--- src/rtl/seven_segment_scan_controller.sv ---
// Time-multiplexed common-anode hex display driver: frame-synchronous value updates,
// leading-zero blanking and per-digit blinking.
module seven_segment_scan_controller #(
  parameter int DIGITS       = 4,
  parameter int SCAN_DIV     = 50000,
  parameter int BLINK_FRAMES = 64
) (
  input  logic                  I_CLK,
  input  logic                  I_NRESET,
  input  logic                  I_ENABLE,
  input  logic                  I_LOAD,
  input  logic [4*DIGITS-1:0]   I_VALUE,
  input  logic [DIGITS-1:0]     I_BLINK_MASK,
  input  logic                  I_BLANK_LEADING,
  output logic [6:0]            O_SEGMENTS,
  output logic [DIGITS-1:0]     O_DIGIT_SEL,
  output logic                  O_FRAME_DONE
);

  localparam int IDX_W   = (DIGITS > 1) ? $clog2(DIGITS) : 1;
  localparam int CNT_W   = $clog2(SCAN_DIV);
  localparam int BLINK_W = (BLINK_FRAMES > 1) ? $clog2(BLINK_FRAMES) : 1;

  localparam logic [IDX_W-1:0]   LAST_IDX   = IDX_W'(DIGITS - 1);
  localparam logic [CNT_W-1:0]   LAST_CNT   = CNT_W'(SCAN_DIV - 1);
  localparam logic [BLINK_W-1:0] LAST_BLINK = BLINK_W'(BLINK_FRAMES - 1);

  typedef enum logic {IDLE, SCAN} state_t;

  state_t                state_q, state_d;
  logic [CNT_W-1:0]      scanCnt_q, scanCnt_d;
  logic [IDX_W-1:0]      idx_q, idx_d;
  logic [4*DIGITS-1:0]   shadow_q, shadow_d;
  logic [DIGITS-1:0]     shadowMask_q, shadowMask_d;
  logic [4*DIGITS-1:0]   display_q, display_d;
  logic [DIGITS-1:0]     dispMask_q, dispMask_d;
  logic                  pending_q, pending_d;
  logic [BLINK_W-1:0]    blinkCnt_q, blinkCnt_d;
  logic                  blinkPhase_q, blinkPhase_d;
  logic [6:0]            segments_q, segments_d;
  logic [DIGITS-1:0]     digitSel_q, digitSel_d;
  logic                  frameDone_q, frameDone_d;

  logic       scanning;
  logic       slotEnd;
  logic       frameEnd;
  logic       transfer;
  logic [3:0] nibble;
  logic       leadBlank;
  logic       blinkBlank;

  function automatic logic [6:0] hexToSeg(input logic [3:0] hex);
    case (hex)
      4'h0: hexToSeg = 7'b1000000;
      4'h1: hexToSeg = 7'b1111001;
      4'h2: hexToSeg = 7'b0100100;
      4'h3: hexToSeg = 7'b0110000;
      4'h4: hexToSeg = 7'b0011001;
      4'h5: hexToSeg = 7'b0010010;
      4'h6: hexToSeg = 7'b0000010;
      4'h7: hexToSeg = 7'b1111000;
      4'h8: hexToSeg = 7'b0000000;
      4'h9: hexToSeg = 7'b0011000;
      4'hA: hexToSeg = 7'b0001000;
      4'hB: hexToSeg = 7'b0000011;
      4'hC: hexToSeg = 7'b1000110;
      4'hD: hexToSeg = 7'b0100001;
      4'hE: hexToSeg = 7'b0000110;
      default: hexToSeg = 7'b0001110;
    endcase
  endfunction

  assign scanning   = (state_q == SCAN) && I_ENABLE;
  assign slotEnd    = scanning && (scanCnt_q == LAST_CNT);
  assign frameEnd   = slotEnd && (idx_q == LAST_IDX);
  // While dark there is no frame to tear, so a pending value can land at once.
  assign transfer   = pending_q && ((state_q == IDLE) || frameEnd);
  assign nibble     = display_q[4*idx_q +: 4];
  assign leadBlank  = I_BLANK_LEADING && (idx_q != '0) &&
                      ((display_q >> {idx_q, 2'b00}) == '0);
  assign blinkBlank = blinkPhase_q && dispMask_q[idx_q];

  always_comb begin
    state_d      = I_ENABLE ? SCAN : IDLE;
    scanCnt_d    = '0;
    idx_d        = '0;
    shadow_d     = shadow_q;
    shadowMask_d = shadowMask_q;
    display_d    = display_q;
    dispMask_d   = dispMask_q;
    pending_d    = pending_q;
    blinkCnt_d   = blinkCnt_q;
    blinkPhase_d = blinkPhase_q;
    segments_d   = 7'b1111111;
    digitSel_d   = '1;
    frameDone_d  = frameEnd;

    if (scanning) begin
      scanCnt_d  = slotEnd ? '0 : scanCnt_q + 1'b1;
      idx_d      = idx_q;
      if (slotEnd) idx_d = (idx_q == LAST_IDX) ? '0 : idx_q + 1'b1;
      segments_d = (leadBlank || blinkBlank) ? 7'b1111111 : hexToSeg(nibble);
      digitSel_d = ~(DIGITS'(1) << idx_q);
    end

    if (frameEnd) begin
      if (blinkCnt_q == LAST_BLINK) begin
        blinkCnt_d   = '0;
        blinkPhase_d = ~blinkPhase_q;
      end else begin
        blinkCnt_d = blinkCnt_q + 1'b1;
      end
    end

    if (transfer) begin
      display_d  = shadow_q;
      dispMask_d = shadowMask_q;
      pending_d  = 1'b0;
    end

    // A load on the boundary edge wins over the clear, so it shows one frame later.
    if (I_LOAD) begin
      shadow_d     = I_VALUE;
      shadowMask_d = I_BLINK_MASK;
      pending_d    = 1'b1;
    end
  end

  always_ff @(posedge I_CLK) begin
    if (!I_NRESET) begin
      state_q      <= IDLE;
      scanCnt_q    <= '0;
      idx_q        <= '0;
      shadow_q     <= '0;
      shadowMask_q <= '0;
      display_q    <= '0;
      dispMask_q   <= '0;
      pending_q    <= 1'b0;
      blinkCnt_q   <= '0;
      blinkPhase_q <= 1'b0;
      segments_q   <= 7'b1111111;
      digitSel_q   <= '1;
      frameDone_q  <= 1'b0;
    end else begin
      state_q      <= state_d;
      scanCnt_q    <= scanCnt_d;
      idx_q        <= idx_d;
      shadow_q     <= shadow_d;
      shadowMask_q <= shadowMask_d;
      display_q    <= display_d;
      dispMask_q   <= dispMask_d;
      pending_q    <= pending_d;
      blinkCnt_q   <= blinkCnt_d;
      blinkPhase_q <= blinkPhase_d;
      segments_q   <= segments_d;
      digitSel_q   <= digitSel_d;
      frameDone_q  <= frameDone_d;
    end
  end

  assign O_SEGMENTS   = segments_q;
  assign O_DIGIT_SEL  = digitSel_q;
  assign O_FRAME_DONE = frameDone_q;

endmodule

--- config.mk ---
export PLATFORM = sky130hd
export DESIGN_NAME = seven_segment_scan_controller
export DESIGN_NICKNAME = d
export VERILOG_FILES = /design/src/rtl/seven_segment_scan_controller.sv
export SDC_FILE = /design/constraint.sdc
export NUM_CORES = 1
export LEC_CHECK = 0
export BUFFER_PORTS_ARGS = -buffer_cell sky130_fd_sc_hd__buf_2
export CORE_ASPECT_RATIO = 0.9
export CORE_MARGIN = 3
export CORE_UTILIZATION = 41
export DETAILED_ROUTE_END_ITERATION = 8
export MAX_ROUTING_LAYER = met4
export PLACE_DENSITY_LB_ADDON = 0.25
export SKIP_LAST_GASP = 1
export SYNTH_ARGS = -nofsm -noshare
export SYNTH_HDL_FRONTEND = slang
export SYNTH_SLANG_ARGS = --single-unit
--- constraint.sdc ---
create_clock -name I_CLK -period 3.05 [get_ports I_CLK]
set_clock_uncertainty 0.05 [all_clocks]
set_input_delay 0.1525 -clock I_CLK [delete_from_list [all_inputs] [get_ports I_CLK]]
set_output_delay 0.1525 -clock I_CLK [all_outputs]
set_load 0.01 [all_outputs]
After elaboration in Yosys (flattened, before gate mapping)
Memory sizes are Yosys's and may differ from the RTL's. A register that Yosys moved wholly into a read port is not among the register bits.
Index checks and enable logic that the tools add are counted.
{"block": "word_totals", "regBits": 72, "rom_bits": 112, "in_bits": 25, "output_inout_bits": 12, "wordCells": 51, "mem_count": 1}
{"block": "op_classes", "addsub": 3, "magnitude_cmp": 1, "n_eq_ne": 3, "shift": 3, "mux": 7, "bitwise": 5, "n_reduce_logical": 16}
{"name": "(no name shown)", "depth": 16, "word_bits": 7, "rd": 1, "rd_ports_with_merged_regs": 1, "wr": 0, "line": "53", "source": "case (hex)"}
{"operator": "$add 16x1->16 const B", "count": 1}
{"operator": "$eq 16x16->1 const B", "count": 1}
{"operator": "$logic_not 16->1", "count": 1}
{"operator": "$shiftx 16x5->4", "count": 1}
{"operator": "$shr 16x4->16", "count": 1}
{"operator": "$logic_and 1x1->1", "count": 7}
{"operator": "$add 6x1->6 const B", "count": 1}
{"operator": "$eq 6x6->1 const B", "count": 1}
{"operator": "$mux 6", "count": 1}
{"operator": "$reduce_or 3->1", "count": 2}
{"operator": "$mux 1", "count": 4}
{"operator": "$not 1->1", "count": 4}
{"operator": "$not 4->4", "count": 1}
{"operator": "$reduce_and 2->1", "count": 2}
{"operator": "$reduce_bool 2->1", "count": 2}
{"operator": "$shl 1x2->4 const A", "count": 1}
{"operator": "$lt 2x3->1 const B", "count": 1}
{"operator": "$add 2x1->2 const B", "count": 1}
{"operator": "$bmux 1 s2", "count": 1}
{"operator": "$eq 2x2->1 const B", "count": 1}
{"operator": "$logic_or 1x1->1", "count": 2}
{"operator": "$mux 2", "count": 1}

Depth between registers and ports, before layout
{"block": "logic_depth", "word_depth": 7, "mapped_depth": 8, "ltp_nobuf": 7}

Worst setup path before layout
No wires, ideal clock.
{"block": "synth_timing", "path_kind": "reg2reg", "start": "register idx_q[0]", "end": "register segments_q[5], in the netlist O_SEGMENTS[5]", "setup_time_ps": 79, "arrival_time_ps": 2193, "required_ps": 2921, "slack_ps": 728, "stages_incl_launch_ff": 9, "n_path_buf": 1, "period_less_slack_ps": 2322, "path_cell_list": "dfxtp_1 buf_2 mux4_2 inv_1 ha_1 nand3b_1 a2111oi_0 a211oi_2 o211ai_1"}
{"block": "synth_between", "elab_chain_cells": 5, "word_cells_on_any_way": 11, "cone_classes": "2 x shift; 2 x mux; 7 x reduce/logical"}
{"element": "start: declaration", "line": "32", "source": "logic [IDX_W-1:0] idx_q, idx_d;"}
{"element": "start signal: assignment", "line": "147", "source": "idx_q <= idx_d;"}
{"element": "$shr 16x4->16, or another cell as far along", "line": "80", "source": "((display_q >> {idx_q, 2'b00}) == '0);"}
{"element": "$logic_not 16->1, or another cell as far along", "line": "80"}
{"element": "$logic_and 1x1->1 (on tied branches)", "line": "79, 81"}
{"element": "$logic_or 1x1->1", "line": "102", "source": "segments_d = (leadBlank || blinkBlank) ? 7'b1111111 : hexToSeg(nibble);"}
{"element": "$reduce_or 3->1 (no line)"}
{"element": "end: declaration", "line": "40", "source": "logic [6:0] segments_q, segments_d;"}
Several ways; a longest one is shown, not always the timed one. The select of a mux whose other input is x is not followed.
A chain may end at the register's enable or synchronous reset.

Final worst setup path
{"block": "layout_timing", "start": "register idx_q[0]", "end": "register segments_q[4], in the netlist O_SEGMENTS[4]"}
Same word-level chain as after synthesis.

==> summary.txt <==
Layout
  • Fraction of layout cells with a size suffix above 1: 0.171
  • Post-route cell area: 4050 um2
  • Combined area of the multi-input logic cells: 1700 um2
  • Register area: 1580 um2
  • Final #Nets: 452
  • Layout fillers: 707
  • Core Util, Final: 0.521
  • Final non-filler cell total: approximately 520
  • Antenna Cells: 0
  • Synth-to-layout area growth: 19.6%

Setup path
  • Reg-to-Reg Start: idx_q[0]
  • Critical path launch point type: flip-flop
  • R2r endpoint: O_SEGMENTS[4]
  • Worst path slowest cell: mux4_2
  • Crit path cell chain: mux4_2, inv_1, ha_1, nand3b_1, a2111oi_0, a211oi_2, o221ai_1
  • Reg2Reg Depth: 7
  • Worst EP required: 3.27 ns
  • Worst setup path startpoint: idx_q[0]
  • Type of the worst setup path: flip-flop to flip-flop
  • Crit path capture type: flip-flop
  • Highest cell delay on the worst timing path: about 0.57 ns
  • CP arrival: 2.54 ns
  • CP Max Fanout: 7
  • Worst R2R Setup Slack: 0.73 ns

Floorplanning
  • DIE HEIGHT: 92.2 um
  • Die width: 102 um
  • Num ports: 37
  • DIE AREA: about 9400 um2
  • Core area: 7770 um2
  • # rows: 30
  • Initial Util: 0.436

Timing
  • Fmax: 0.431 GHz
  • Hold Violations, Final: 0
  • Setup Viol. Count Final: 0
  • Slew margin rel.: 0.384
  • Total negative slack: 0 ns
  • Final period util: 0.760
  • Tightest Pin Transition: between 0.9 and 1 ns
  • RSZ-0062 raised after global routing: false
  • Min cycle time layout: roughly 2.3 ns
  • Slew Limit Fails: 0

Clocking
  • Cts repair resizes: 0
  • Number of buffers created by CTS: 9
  • Clock Sinks: 79
  • CTS tree: yes
  • Root Driver: clkbuf_8
  • Worst-path clk slew: 0.08 ns
  • Post-CTS Setup Repair Bufs: 0
  • CTS H-tree lvls: 3
  • CTS max path bufs: 2
  • Clock Latency Late Sink: 0.35 ns

Power and ir drop
  • Leakage: 1.51 nW
  • Pwr per Cell Area: around 500 nW/um2
  • VDD IR-drop max: 0.311 mV

Global route
  • Largest net degree at the start of global routing: 44
  • Antenna violations before repair: 0
  • Total GRT Usage: 0.154
  • Congestion Overflow GR: 0
  • First-pass GRT wire length: 11200 um
  • Vias in the first global route: 2389

Drt
  • Wire length per cell: 12.7 um
  • Routed wire length: about 6600 um
  • Routed Antenna Nets: 0
  • DR iter-0 viols: 112
  • Via count: approximately 2600
  • Initial DRT Pass Iterations: 4
  • Drt via density: 5.00
  • # DRC: 0

Logic synthesis
  • Most numerous cell in the Yosys netlist: dfxtp_1
  • Number of synthesized register bits: 79
  • Synthesized area: between 3000 and 4000 um2
  • Area contributors post-synth: dfxtp_1, mux2i_1, nor2_1
  • Post-synth top area share: 0.467
  • Synth Instances: 368
  • Post-synthesis sequential area ratio: 0.467
  • Post-Syn Nets: 403
  • Async set or reset register ratio after synthesis: 0
  • Warnings from Yosys: 0
  • Mean Syn Cell Area: 9.20 um2
  • Post-synth top area cell: dfxtp_1
  • Top_reg_cell synth: dfxtp_1
  • Number of synthesized flops with an enable pin: 0
  • Top cells by count, synth: dfxtp_1, nor2_1, nand2_1
  • Post-synth cell types: 43

Run status
  • Status: finished clean

Placement
  • Final Wtd Congestion: roughly 0.89
  • Port-buffer cells: 36
  • Hpwl dp: 4480 um
  • Cells after DPL: 483
  • Cell Area, Placed: 3630 um2

Hold path
  • Hold Path Sink: shadow_q[3]
  • HP Start: I_VALUE[3]
  • Hold Path Class: input pin to flip-flop
  • Worst hold path depth: 3

Run
  • Max Cap Viol: 0
[per-stage QoR]
step | setup slack, ns | power [W] | hold slack (ns)
floorplan | 0.728 | 0.00117 | 0.247
global placement | 0.885 | 0.00120 | 0.337
detailed placement | 0.784 | 0.00120 | 0.343
CTS | 0.752 | 0.00208 | 0.000470
global route | 0.507 | 0.00215 | 0.00791
finish | 0.732 | 0.00206 | 0.00405
[cells in the final DEF (no fill, tap or decap), types with 19 or more instances in the layout]
| cell | n |
|---|---|
| mux2i_1 | 28 |
| nand3_1 | 30 |
| buf_2 | 36 |
| nor2_1 | 45 |
| nand2_1 | 42 |
| o21ai_0 | 26 |
| dfxtp_1 | 79 |
| dlygate4sd3_1 | 19 |
[report_power, final]
group	internal, W	total (W)	leakage, nW	switching, W
sequential	0.00106	0.00107	0.643	0.0000158
clock	0.000483	0.000861	0.110	0.000377
combinational	0.0000615	0.000126	0.759	0.0000646
total	0.00160	0.00206	1.51	0.000458
[critical path: cells and delay by family, from the launching register on]
kind                       cells  cell delay (ns)
adders and majority gates      1             0.23
AOI/OAI and AO/OA              3             0.74
muxes                          1             0.57
and+or+nand+nor                1             0.10
buffers and inverters          1             0.15
DFF                            1             0.40
[kinds of logic (layout without fill, tap and decap cells)]
family | after synthesis | count (layout) | synth area share
muxes | 35 | 35 | 0.116
DFF | 79 | 79 | 0.467
adders and majority gates | 10 | 10 | 0.0370
xor gates and xnor gates | 15 | 15 | 0.0388
buffers and inverters | 27 | 81 | 0.0311
and+or+nand+nor | 153 | 153 | 0.227
AOI/OAI and AO/OA | 49 | 49 | 0.0832
[state kept, by name, indices dropped and copies added (netlist names)]
name,count
O_DIGIT_SEL,4
O_FRAME_DONE,1
O_SEGMENTS,7
blinkCnt_q,6
blinkPhase_q,1
dispMask_q,4
display_q,16
idx_q,2
pending_q,1
scanCnt_q,16
shadowMask_q,4
shadow_q,16
state_q,1
[worst max-delay path by stage]
stage / endpoint / slack [ns] / cells after the start
after global placement: O_SEGMENTS[6] / 0.89 / 7
final: O_SEGMENTS[4] / 0.73 / 7
after global routing: O_SEGMENTS[4] / 0.51 / 7
after floorplan: O_SEGMENTS[5] / 0.73 / 8
after detailed placement: O_SEGMENTS[4] / 0.78 / 7
after CTS: O_SEGMENTS[4] / 0.75 / 7
[area by class of cell]
cell class,instances,area share
sequential,79,0.391
tap,96,0.0297
clock inverter,5,0.0201
clock buffer,11,0.0349
timing repair buffer,58,0.0971
multi-input combinational,262,0.421
inverter,7,0.00649
[per-layer routing]
metal	global-route usage	share of wire
met5	-	0
met1	0.209	0.53
met3	0.0494	0.045
met2	0.214	0.42
met4	0.0532	0.0088
[timing repair]
item,in CTS,in global routing
endpoints found under the setup margin,0,0
endpoints found under the hold margin,19,0
hold buffers,19,0
No activity file was read; power rests on OpenSTA's default activity.
